## src/rtl/sim_score_streamer.sv

```systemverilog
// Similarity-score producer: for every image row, walks the library vectors and
// streams match-count / library-popcount beats, then one end-of-pass marker.
//
// state | meaning
// IDLE  | waiting for start
// IMG_A | image memory samples img_addr
// IMG_D | image data returned, latch into img_reg
// LIB_A | library memory samples lib_addr
// LIB_D | library data returned, compute and register beat
// SEND  | beat presented, waiting for nest_ready
// OUTER | outer_done presented, waiting for nest_ready
module sim_score_streamer #(
  parameter int IMG_VEC_N = 3,
  parameter int LIB_VEC_N = 5,
  parameter int VEC_WIDTH = 48,
  parameter int SW        = $clog2(VEC_WIDTH + 1),
  parameter int IAW       = (IMG_VEC_N > 1) ? $clog2(IMG_VEC_N) : 1,
  parameter int LAW       = (LIB_VEC_N > 1) ? $clog2(LIB_VEC_N) : 1
) (
  input  logic                 clk,
  input  logic                 rst_n,
  input  logic                 start,
  output logic                 busy,
  output logic                 done,
  output logic [IAW-1:0]       img_addr,
  input  logic [VEC_WIDTH-1:0] img_rdata,
  output logic [LAW-1:0]       lib_addr,
  input  logic [VEC_WIDTH-1:0] lib_rdata,
  output logic                 out_valid,
  input  logic                 nest_ready,
  output logic [SW-1:0]        out_data,
  output logic [SW-1:0]        norm_data,
  output logic                 inner_done,
  output logic                 indone_valid,
  output logic                 outer_done,
  output logic                 outdone_valid
);

  typedef enum logic [2:0] {
    IDLE, IMG_A, IMG_D, LIB_A, LIB_D, SEND, OUTER
  } state_t;

  localparam logic [IAW-1:0] ROW_LAST = IAW'(IMG_VEC_N - 1);
  localparam logic [LAW-1:0] COL_LAST = LAW'(LIB_VEC_N - 1);

  state_t                 state_q, state_d;
  logic [IAW-1:0]         row_q, row_d;
  logic [LAW-1:0]         col_q, col_d;
  logic [IAW-1:0]         img_addr_q, img_addr_d;
  logic [LAW-1:0]         lib_addr_q, lib_addr_d;
  logic [VEC_WIDTH-1:0]   img_reg_q, img_reg_d;
  logic [SW-1:0]          out_data_q, out_data_d;
  logic [SW-1:0]          norm_data_q, norm_data_d;
  logic                   out_valid_q, out_valid_d;
  logic                   inner_done_q, inner_done_d;
  logic                   outer_done_q, outer_done_d;
  logic                   busy_q, busy_d;
  logic                   done_q, done_d;

  function automatic logic [SW-1:0] popcount(input logic [VEC_WIDTH-1:0] v);
    logic [SW-1:0] c;
    c = '0;
    for (int i = 0; i < VEC_WIDTH; i++) c = c + SW'(v[i]);
    return c;
  endfunction

  always_comb begin
    state_d      = state_q;
    row_d        = row_q;
    col_d        = col_q;
    img_addr_d   = img_addr_q;
    lib_addr_d   = lib_addr_q;
    img_reg_d    = img_reg_q;
    out_data_d   = out_data_q;
    norm_data_d  = norm_data_q;
    out_valid_d  = out_valid_q;
    inner_done_d = inner_done_q;
    outer_done_d = outer_done_q;
    busy_d       = busy_q;
    done_d       = 1'b0;

    case (state_q)
      IDLE: begin
        // the done cycle itself still counts as the tail of the previous pass
        if (start && !done_q) begin
          row_d      = '0;
          col_d      = '0;
          img_addr_d = '0;
          busy_d     = 1'b1;
          state_d    = IMG_A;
        end
      end
      IMG_A: state_d = IMG_D;
      IMG_D: begin
        img_reg_d  = img_rdata;
        lib_addr_d = col_q;
        state_d    = LIB_A;
      end
      LIB_A: state_d = LIB_D;
      LIB_D: begin
        out_data_d   = popcount(~(img_reg_q ^ lib_rdata));
        norm_data_d  = popcount(lib_rdata);
        inner_done_d = (col_q == COL_LAST);
        out_valid_d  = 1'b1;
        state_d      = SEND;
      end
      SEND: begin
        if (nest_ready) begin
          out_valid_d  = 1'b0;
          inner_done_d = 1'b0;
          if (col_q != COL_LAST) begin
            col_d      = col_q + 1'b1;
            lib_addr_d = col_q + 1'b1;
            state_d    = LIB_A;
          end else if (row_q != ROW_LAST) begin
            row_d      = row_q + 1'b1;
            col_d      = '0;
            img_addr_d = row_q + 1'b1;
            state_d    = IMG_A;
          end else begin
            outer_done_d = 1'b1;
            state_d      = OUTER;
          end
        end
      end
      OUTER: begin
        if (nest_ready) begin
          outer_done_d = 1'b0;
          done_d       = 1'b1;
          busy_d       = 1'b0;
          state_d      = IDLE;
        end
      end
      default: state_d = IDLE;
    endcase
  end

  always_ff @(posedge clk or negedge rst_n) begin
    if (!rst_n) begin
      state_q      <= IDLE;
      row_q        <= '0;
      col_q        <= '0;
      img_addr_q   <= '0;
      lib_addr_q   <= '0;
      img_reg_q    <= '0;
      out_data_q   <= '0;
      norm_data_q  <= '0;
      out_valid_q  <= 1'b0;
      inner_done_q <= 1'b0;
      outer_done_q <= 1'b0;
      busy_q       <= 1'b0;
      done_q       <= 1'b0;
    end else begin
      state_q      <= state_d;
      row_q        <= row_d;
      col_q        <= col_d;
      img_addr_q   <= img_addr_d;
      lib_addr_q   <= lib_addr_d;
      img_reg_q    <= img_reg_d;
      out_data_q   <= out_data_d;
      norm_data_q  <= norm_data_d;
      out_valid_q  <= out_valid_d;
      inner_done_q <= inner_done_d;
      outer_done_q <= outer_done_d;
      busy_q       <= busy_d;
      done_q       <= done_d;
    end
  end

  assign busy          = busy_q;
  assign done          = done_q;
  assign img_addr      = img_addr_q;
  assign lib_addr      = lib_addr_q;
  assign out_valid     = out_valid_q;
  assign out_data      = out_data_q;
  assign norm_data     = norm_data_q;
  assign inner_done    = inner_done_q;
  assign indone_valid  = inner_done_q;
  assign outer_done    = outer_done_q;
  assign outdone_valid = outer_done_q;

endmodule
```

## config.mk

```make
export PLATFORM = sky130hd
export DESIGN_NAME = sim_score_streamer
export DESIGN_NICKNAME = d
export VERILOG_FILES = /design/src/rtl/sim_score_streamer.sv
export SDC_FILE = /design/constraint.sdc
export NUM_CORES = 1
export LEC_CHECK = 0
export BUFFER_PORTS_ARGS = -buffer_cell sky130_fd_sc_hd__buf_2
export CAP_MARGIN = 20
export CORE_MARGIN = 1
export CORE_UTILIZATION = 58
export CTS_BUF_LIST = sky130_fd_sc_hd__clkbuf_8
export DETAILED_ROUTE_END_ITERATION = 16
export PLACE_DENSITY = 0.84
export SYNTH_ARGS = -nofsm -noshare
export SYNTH_HDL_FRONTEND = slang
export SYNTH_SLANG_ARGS = --single-unit
```

## constraint.sdc

```tcl
create_clock -name clk -period 6.9 [get_ports clk]
set_input_delay 0.345 -clock clk [delete_from_list [all_inputs] [get_ports clk]]
set_output_delay 0.345 -clock clk [all_outputs]
set_load 0.03 [all_outputs]
```

* After elaboration in Yosys (flattened, before gate mapping) *
Cells that the tools add are included.

cells by class
  muxes and demuxes = 30
  reduce and logical (&&, ||, !) cells = 15
  equal/unequal tests = 17
  order comparisons = 0
  div/mod/pow operators = 0
  multiply operators = 0
  bitwise gates (word level) = 2
  add/sub/neg operators = 96
  shift-type cells = 0

operators with widths
  kind                                                              number
  6-bit by 1-bit adder with 6-bit output                            84
  48-bit inverter                                                   1
  48-bit XOR                                                        1
  3-bit two-way mux                                                 11
  3-bit one-hot mux with 7 select lines                             1
  2-bit inequality test (second input constant)                     8
  5-bit by 1-bit adder with 6-bit output                            2
  3-bit == test (second input constant)                             4
  3-bit one-hot mux with 2 select lines                             2
  4-bit by 1-bit adder with 5-bit output                            2
  5-bit AND reduction                                               2
  2-bit nonzero test                                                5
  3-bit AND reduction                                               3
  3-bit by 1-bit adder with 4-bit output                            2
  2-bit two-way mux                                                 4
  1-bit one-hot mux with 2 select lines                             4
  1-bit two-way mux                                                 7
  2-bit by 1-bit adder with 3-bit output                            2
  3-bit by 2-bit == test with 1-bit output (second input constant)  2
  3-bit inequality test (second input constant)                     2
  1-bit by 1-bit adder with 2-bit output                            2
  2-bit one-hot mux with 2 select lines                             1
  4-bit AND reduction                                               1
  3-bit by 1-bit adder with 3-bit output (second input constant)    1
  6 further kinds                                                   6

storage, ports and cells
  logic and storage cells = 172
  input bits = 100
  bits in latches = 0
  memories = 0
  ROM bits = 0
  bits in writable memories = 0
  register bits = 76

* Depth between registers and ports, before layout *
Gate-level depths: netlist of the first run.

  word-level depth = 49
  mapped depth = 18
  mapped depth without buffers = 18

* Worst setup path before layout of the first run *
No wires, ideal clock.

  path kind = reg2reg
  start = register img_reg_q[1]
  end = register out_data_q[4], in the netlist out_data[4]
  library setup time = 0.125 ns
  path slack = 1.706 ns
  cell stages (with the launch flop) = 16
  data arrival time = 5.070 ns
  period minus slack after synthesis = 5.194 ns
  data required time = 6.775 ns
  path through = dfrtp_1 -> xnor2_1 -> fa_1 -> inv_1 -> fa_1 -> fa_1 -> fa_1 -> fa_1 -> fa_1 -> fa_1 -> inv_1 -> ha_1 -> fa_1 -> nand3_1 -> a211o_1 -> nand3_1

between the ends
  longest elaborated chain between the ends = 49

ends and longest elaborated chain
  element                                               RTL line  source
  start: declaration                                    51        logic [VEC_WIDTH-1:0] img_reg_q, img_reg_d;
  start signal: assignment                              159       img_reg_q <= img_reg_d;
  48-bit XOR                                            101       out_data_d = popcount(~(img_reg_q ^ lib_rdata));
  48-bit inverter                                       101
  1-bit by 1-bit adder with 2-bit output                63        for (int i = 0; i < VEC_WIDTH; i++) c = c + SW'(v[i]);
  2-bit by 1-bit adder with 3-bit output                63
  3-bit by 1-bit adder with 4-bit output                63
  4-bit by 1-bit adder with 5-bit output                63
  5-bit by 1-bit adder with 6-bit output                63
  6-bit by 1-bit adder with 6-bit output (42 in a row)  63
  end signal: assignment                                160       out_data_q <= out_data_d;
  end: declaration                                      52        logic [SW-1:0] out_data_q, out_data_d;

No other way between the ends.
A chain may end at the register's enable or synchronous reset.

* Final worst setup path of the first run *
  start = register img_reg_q[22]
  end = register out_data_q[4], in the netlist out_data[4]

between the ends
  longest elaborated chain between the ends = 28

ends and longest elaborated chain
  element                                               RTL line
  48-bit XOR                                            101
  48-bit inverter                                       101
  6-bit by 1-bit adder with 6-bit output (26 in a row)  63

No other way between the ends.

==> results of run 1 <==
-- layer usage --
metal / global-route usage [%] / vias up / routed length, µm
met4: 8.884 / 0 / 263
li1: - / 1872 / -
met3: 5.242 / 21 / 554
met1: 35.38 / 2003 / 5574
met5: 0 / - / 0
met2: 44.98 / 121 / 6630
-- worst paths after layout --
kind	startpoint	endpoint	slack, ps	cells after the start
max in group asynchronous	rst_n	out_data[0]	6140	1
max	img_reg_q[22]	out_data[4]	1340	16
min in group clk	img_rdata[47]	img_reg_q[47]	210	2
min reg2reg	out_data[0]	out_data[0]	480	2
min	rst_n	outdone_valid	120	1
max reg2reg	img_reg_q[22]	out_data[4]	1340	16
-- registers in the layout (all words and copies together), names as in the netlist --
| register | count |
|---|---|
| img_reg_q | 48 |
| norm_data | 6 |
| out_data | 6 |
| col_q | 3 |
| lib_addr | 3 |
| state_q | 3 |
| img_addr | 2 |
| busy | 1 |
| done | 1 |
| indone_valid | 1 |
| out_valid | 1 |
| outdone_valid | 1 |
-- cell type report --
class / count / area [µm²] / share of cell area [%]
Clock inverter: 5 / 51.30 / 0.7433
Clock buffer: 11 / 151.4 / 2.194
Inverter: 119 / 446.7 / 6.472
Tap cell: 133 / 166.4 / 2.411
Multi-Input combinational cell: 312 / 3531 / 51.16
Timing Repair Buffer: 125 / 653.1 / 9.463
Sequential cell: 76 / 1902 / 27.56
-- cells by family (layout without fill, tap and decap cells) --
kind of cell / after synthesis / in the layout / synth area share [%]
buffers and inverters: 136 / 260 / 9.001
adders and majority gates: 101 / 101 / 31.01
DFF: 76 / 76 / 31.89
and+or+nand+nor: 66 / 66 / 6.127
muxes: 55 / 55 / 10.32
xor gates and xnor gates: 51 / 51 / 7.491
AOI/OAI and AO/OA: 39 / 39 / 4.155
-- per-stage QoR --
stage	hold slack, ps	std cells	setup slack [ps]	util [%]
3_3_place_gp	454.9	764	1428	67.63
5_1_grt	195.7	781	1196	69.96
2_1_floorplan	49.41	524	1706	-
6_report	117.3	781	1343	69.96
4_1_cts	172.9	781	1362	69.96
3_5_place_dp	460.1	765	1343	67.91
-- worst register-to-register path, stage by stage, from the launching register on --
cell and delay [ps]:
dfrtp_1 420, xor2_1 260, fa_1 490, fa_1 560
inv_1 60, fa_1 510, inv_1 60, fa_1 470
fa_1 540, fa_1 540, fa_1 540, inv_1 40
ha_1 220, fa_1 410, nand3_1 130, a211o_1 140
nand3_1 60
-- cells in the mapped netlist (4+ instances only) --
cell type / instances
mux2_2: 52
fa_1: 78
inv_1: 119
a21oi_1: 10
buf_2: 9
clkbuf_1: 4
dfrtp_1: 76
nand3_1: 9
xor2_1: 28
nor2_1: 4
o21ai_0: 10
xnor2_1: 23
nand2_1: 26
ha_1: 23
==> flow_summary.yaml, run 1 <==
critical_path:
  cp_slowest_cell: "fa_1"
  cp_top_family: "adder cells"
  endpoint_kind: "flop"
  crit_type: "flop to flop"
  cp_data_arrival_time_ps: 5810
  cp.required_ps: 7150
  critPathLaunchType: "flop"
  cp_common_cell: "fa_1"
  crit_fanout: 2
  path_buf_inv: 3
  cp_cell_sequence: "xor2_1, fa_1, fa_1, inv_1, fa_1, inv_1, fa_1, fa_1, fa_1, fa_1, inv_1, ha_1, fa_1, nand3_1, a211o_1, nand3_1"
  cp_slowest_stage_delay_ps: 560
cts:
  cts_tree: "yes"
  h-tree-depth: 3
  cts_max_path_buffers: 2
  clk_pin_slew_ps: 80
  clk_latency_ps: 360
  post_cts_resized: 0
  cts_setup_buffers: 0
  cts-buffers-inserted: 9
  cts.sinks: 76
  clockRootBuffer: "clkbuf_8"
  cts_hold_buf: 0
sta:
  finalMaxSlewViolations: 0
  worst_pin_slew_ps: 970.3
  setup-violations-final: 0
  rsz0062_at_grt: "no"
  final.setup.tns_ps: 0
  finClkSkew_ps: 6.459
  fmax_mhz: 180.0
  finalCritPeriodShare_pct: 80.53
  hold_viol_final: 0
  relSlewSlack_pct: 35.31
  fin_crit_ps: 5557
floorplanning:
  die_w_um: 103.4
  start_util_pct: 60.45
  ioPinCount: 124
  fp.dieH_um: 103.4
  core_area_um2: 9864
  dieArea_um2: 10690
  num_rows: 36
global_route:
  gr-total-overflow: 0
  grt_max_degree: 77
  grt_pass1_wl_um: 20760
  grt.total_usage_pct: 26.85
  grt_antenna_before_repair: 0
  grt_pass1_vias: 4301
logic_synthesis:
  synth_top_area_share_pct: 31.89
  synth-seq-cells: 76
  syn_nets: 725
  synth_flop_cell: "dfrtp_1"
  synth-async-reset-ratio_pct: 100.0
  synth_cells: 524
  synth_edf_count: 0
  synth_area_leaders: "dfrtp_1, fa_1, mux2_2"
  syn_area_um2: 5963
  synth_area_leader_cell: "dfrtp_1"
  syn_avg_cell_area_um2: 11.38
  ys_types: 44
  ys_seq_area_share_pct: 31.89
  ys_warn_count: 0
detailed_routing:
  first_pass_iters: 4
  vias_per_cell: 5.143
  wirelength_um: 13020
  vias: 4017
  ant_nets: 0
  detail_route.wl_per_cell_um: 16.67
  drt_iter0_drc: 107
  drc: 0
run_status:
  status: "finished, final reports clean"
finish:
  fillers: 717
  fin_nets: 844
  diodes: 0
  area_growth_pct: 15.74
  layout-drive-gt1-share_pct: 30.25
  finalInstanceArea_um2: 6902
  mostFrequentLayoutCell: "buf_2"
  final_cell_mix: "buf_2, inv_1, fa_1, dfrtp_1, mux2_2"
placed_design:
  io_buffers: 123
  dpl_cell_area_um2: 6699
  hpwlAfterDp_um: 10640
  gp_congestion: 0.8223
min_path:
  hp-class: "input pin to async pin"
flow_run:
  drv_cap: 0
Power of run 1 is not shown: default switching activity piles up to over one toggle a cycle in this logic, so the estimate is an artifact.
==> run 2, diff against run 1 <==
==> constraint.sdc (replaced) <==
create_clock -name clk -period 5.5 [get_ports clk]
set_input_delay 0.275 -clock clk [delete_from_list [all_inputs] [get_ports clk]]
set_output_delay 0.275 -clock clk [all_outputs]
set_load 0.03 [all_outputs]
==> flow_summary.yaml, run 2 (synthesized netlist as in run 1, its figures left out) <==
run_status:
  status: "finished, final reports clean"
global_route:
  grt_pass1_wl_um: 19850
  grt_antenna_before_repair: 0
  gr-total-overflow: 0
  grt_pass1_vias: 4188
  grt.total_usage_pct: 25.73
  grt_max_degree: 77
detailed_routing:
  wirelength_um: 12950
  drt_iter0_drc: 128
  ant_nets: 0
  first_pass_iters: 4
  detail_route.wl_per_cell_um: 16.57
  drc: 0
  vias_per_cell: 5.195
  vias: 4057
finish:
  mostFrequentLayoutCell: "buf_2"
  layout-drive-gt1-share_pct: 31.17
  diodes: 0
  largest_register_ffs: 48
  fin_nets: 844
  area_growth_pct: 17.25
  regMostFlops: "img_reg_q"
  fillers: 698
  final_cell_mix: "buf_2, inv_1, fa_1, dfrtp_1, mux2_2"
cts:
  cts-buffers-inserted: 9
  clk_pin_slew_ps: 80
  cts_hold_buf: 0
  cts.sinks: 76
  post_cts_resized: 0
  cts_max_path_buffers: 2
  cts_setup_buffers: 0
  clockRootBuffer: "clkbuf_8"
  cts_tree: "yes"
  h-tree-depth: 3
  clk_latency_ps: 360
placed_design:
  gp_congestion: 0.8440
  dp_slack_ps: 46.20
  io_buffers: 123
  hpwlAfterDp_um: 10550
critical_path:
  critPathLaunchType: "flop"
  endpoint_kind: "flop"
  crit_fanout: 2
  r2r_setup_slack_ps: 160
  r2r_cells: 16
  crit_type: "flop to flop"
  cp.required_ps: 5750
  cp_data_arrival_time_ps: 5590
min_path:
  hp-class: "input pin to async pin"
sta:
  setup-violations-final: 0
  worst_pin_slew_ps: 975.6
  finalMaxSlewViolations: 0
  fin_crit_ps: 5338
  fmax_mhz: 187.3
  finClkSkew_ps: 7.135
  timing.final.ws_setup_ps: 162.1
  final.setup.tns_ps: 0
  rsz0062_at_grt: "yes"
  hold_viol_final: 0
  relSlewSlack_pct: 34.96
  finalCritPeriodShare_pct: 97.05
floorplanning:
  start_util_pct: 60.45
  core_area_um2: 9864
  dieArea_um2: 10690
  fp.dieH_um: 103.4
  num_rows: 36
  die_w_um: 103.4
  ioPinCount: 124
flow_run:
  drv_cap: 0
## run 2: changes by cell type in the layout (fill, tap and decap cells not counted), sizes merged
cell      before  now
bufinv         1    4
clkbuf        11   10
clkinv         2    0
clkinvlp       1    0
inv          120  121
## run 2: worst max-delay path, stage by stage (launching register included)
cell and delay, ps:
dfrtp_1 400, xor2_1 160, fa_1 550, inv_1 60, fa_1 490, inv_1 60, fa_1 580, fa_1 450
fa_1 610, fa_1 450, fa_1 490, inv_1 40, ha_2 200, fa_2 400, nand3_2 110, a211o_1 120
nand3_1 60
## run 2: worst paths after layout
check	from	to
max in group asynchronous	rst_n	img_reg_q[10]
setup / recovery	img_reg_q[46]	out_data[4]
hold / removal	rst_n	outdone_valid
min in group clk	img_rdata[17]	img_reg_q[17]
hold reg to reg	out_valid	out_valid
setup reg to reg	img_reg_q[46]	out_data[4]
## run 2: final cells by class
| class | count | area (µm²) | share of cell area, % |
|---|---|---|---|
| Clock inverter | 6 | 127.6 | 1.825 |
| Multi-Input combinational cell | 312 | 3571 | 51.07 |
| Tap cell | 133 | 166.4 | 2.380 |
| Inverter | 119 | 446.7 | 6.389 |
| Timing Repair Buffer | 125 | 640.6 | 9.162 |
| Sequential cell | 76 | 1902 | 27.20 |
| Clock buffer | 10 | 137.6 | 1.969 |
## run 2: stage by stage
stage	std cells	cell area (µm²)	util [%]	hold WS (ps)
3_5_place_dp	765	6686	67.78	466.6
2_1_floorplan	524	5963	-	-20.59
5_1_grt	781	6992	70.88	128.6
6_report	781	6992	70.88	64.73
3_3_place_gp	764	6671	67.63	455.3
4_1_cts	781	6952	70.47	97.61
## run 2: per-layer routing
layer,GRT usage [%],part of all wire [%],wire length [µm]
met2,42.64,50,6525
met3,5.444,5.0,648
met5,0,0,0
met1,33.65,42,5480
met4,9.317,2.2,290
Power of run 2 is left out for the same reason.
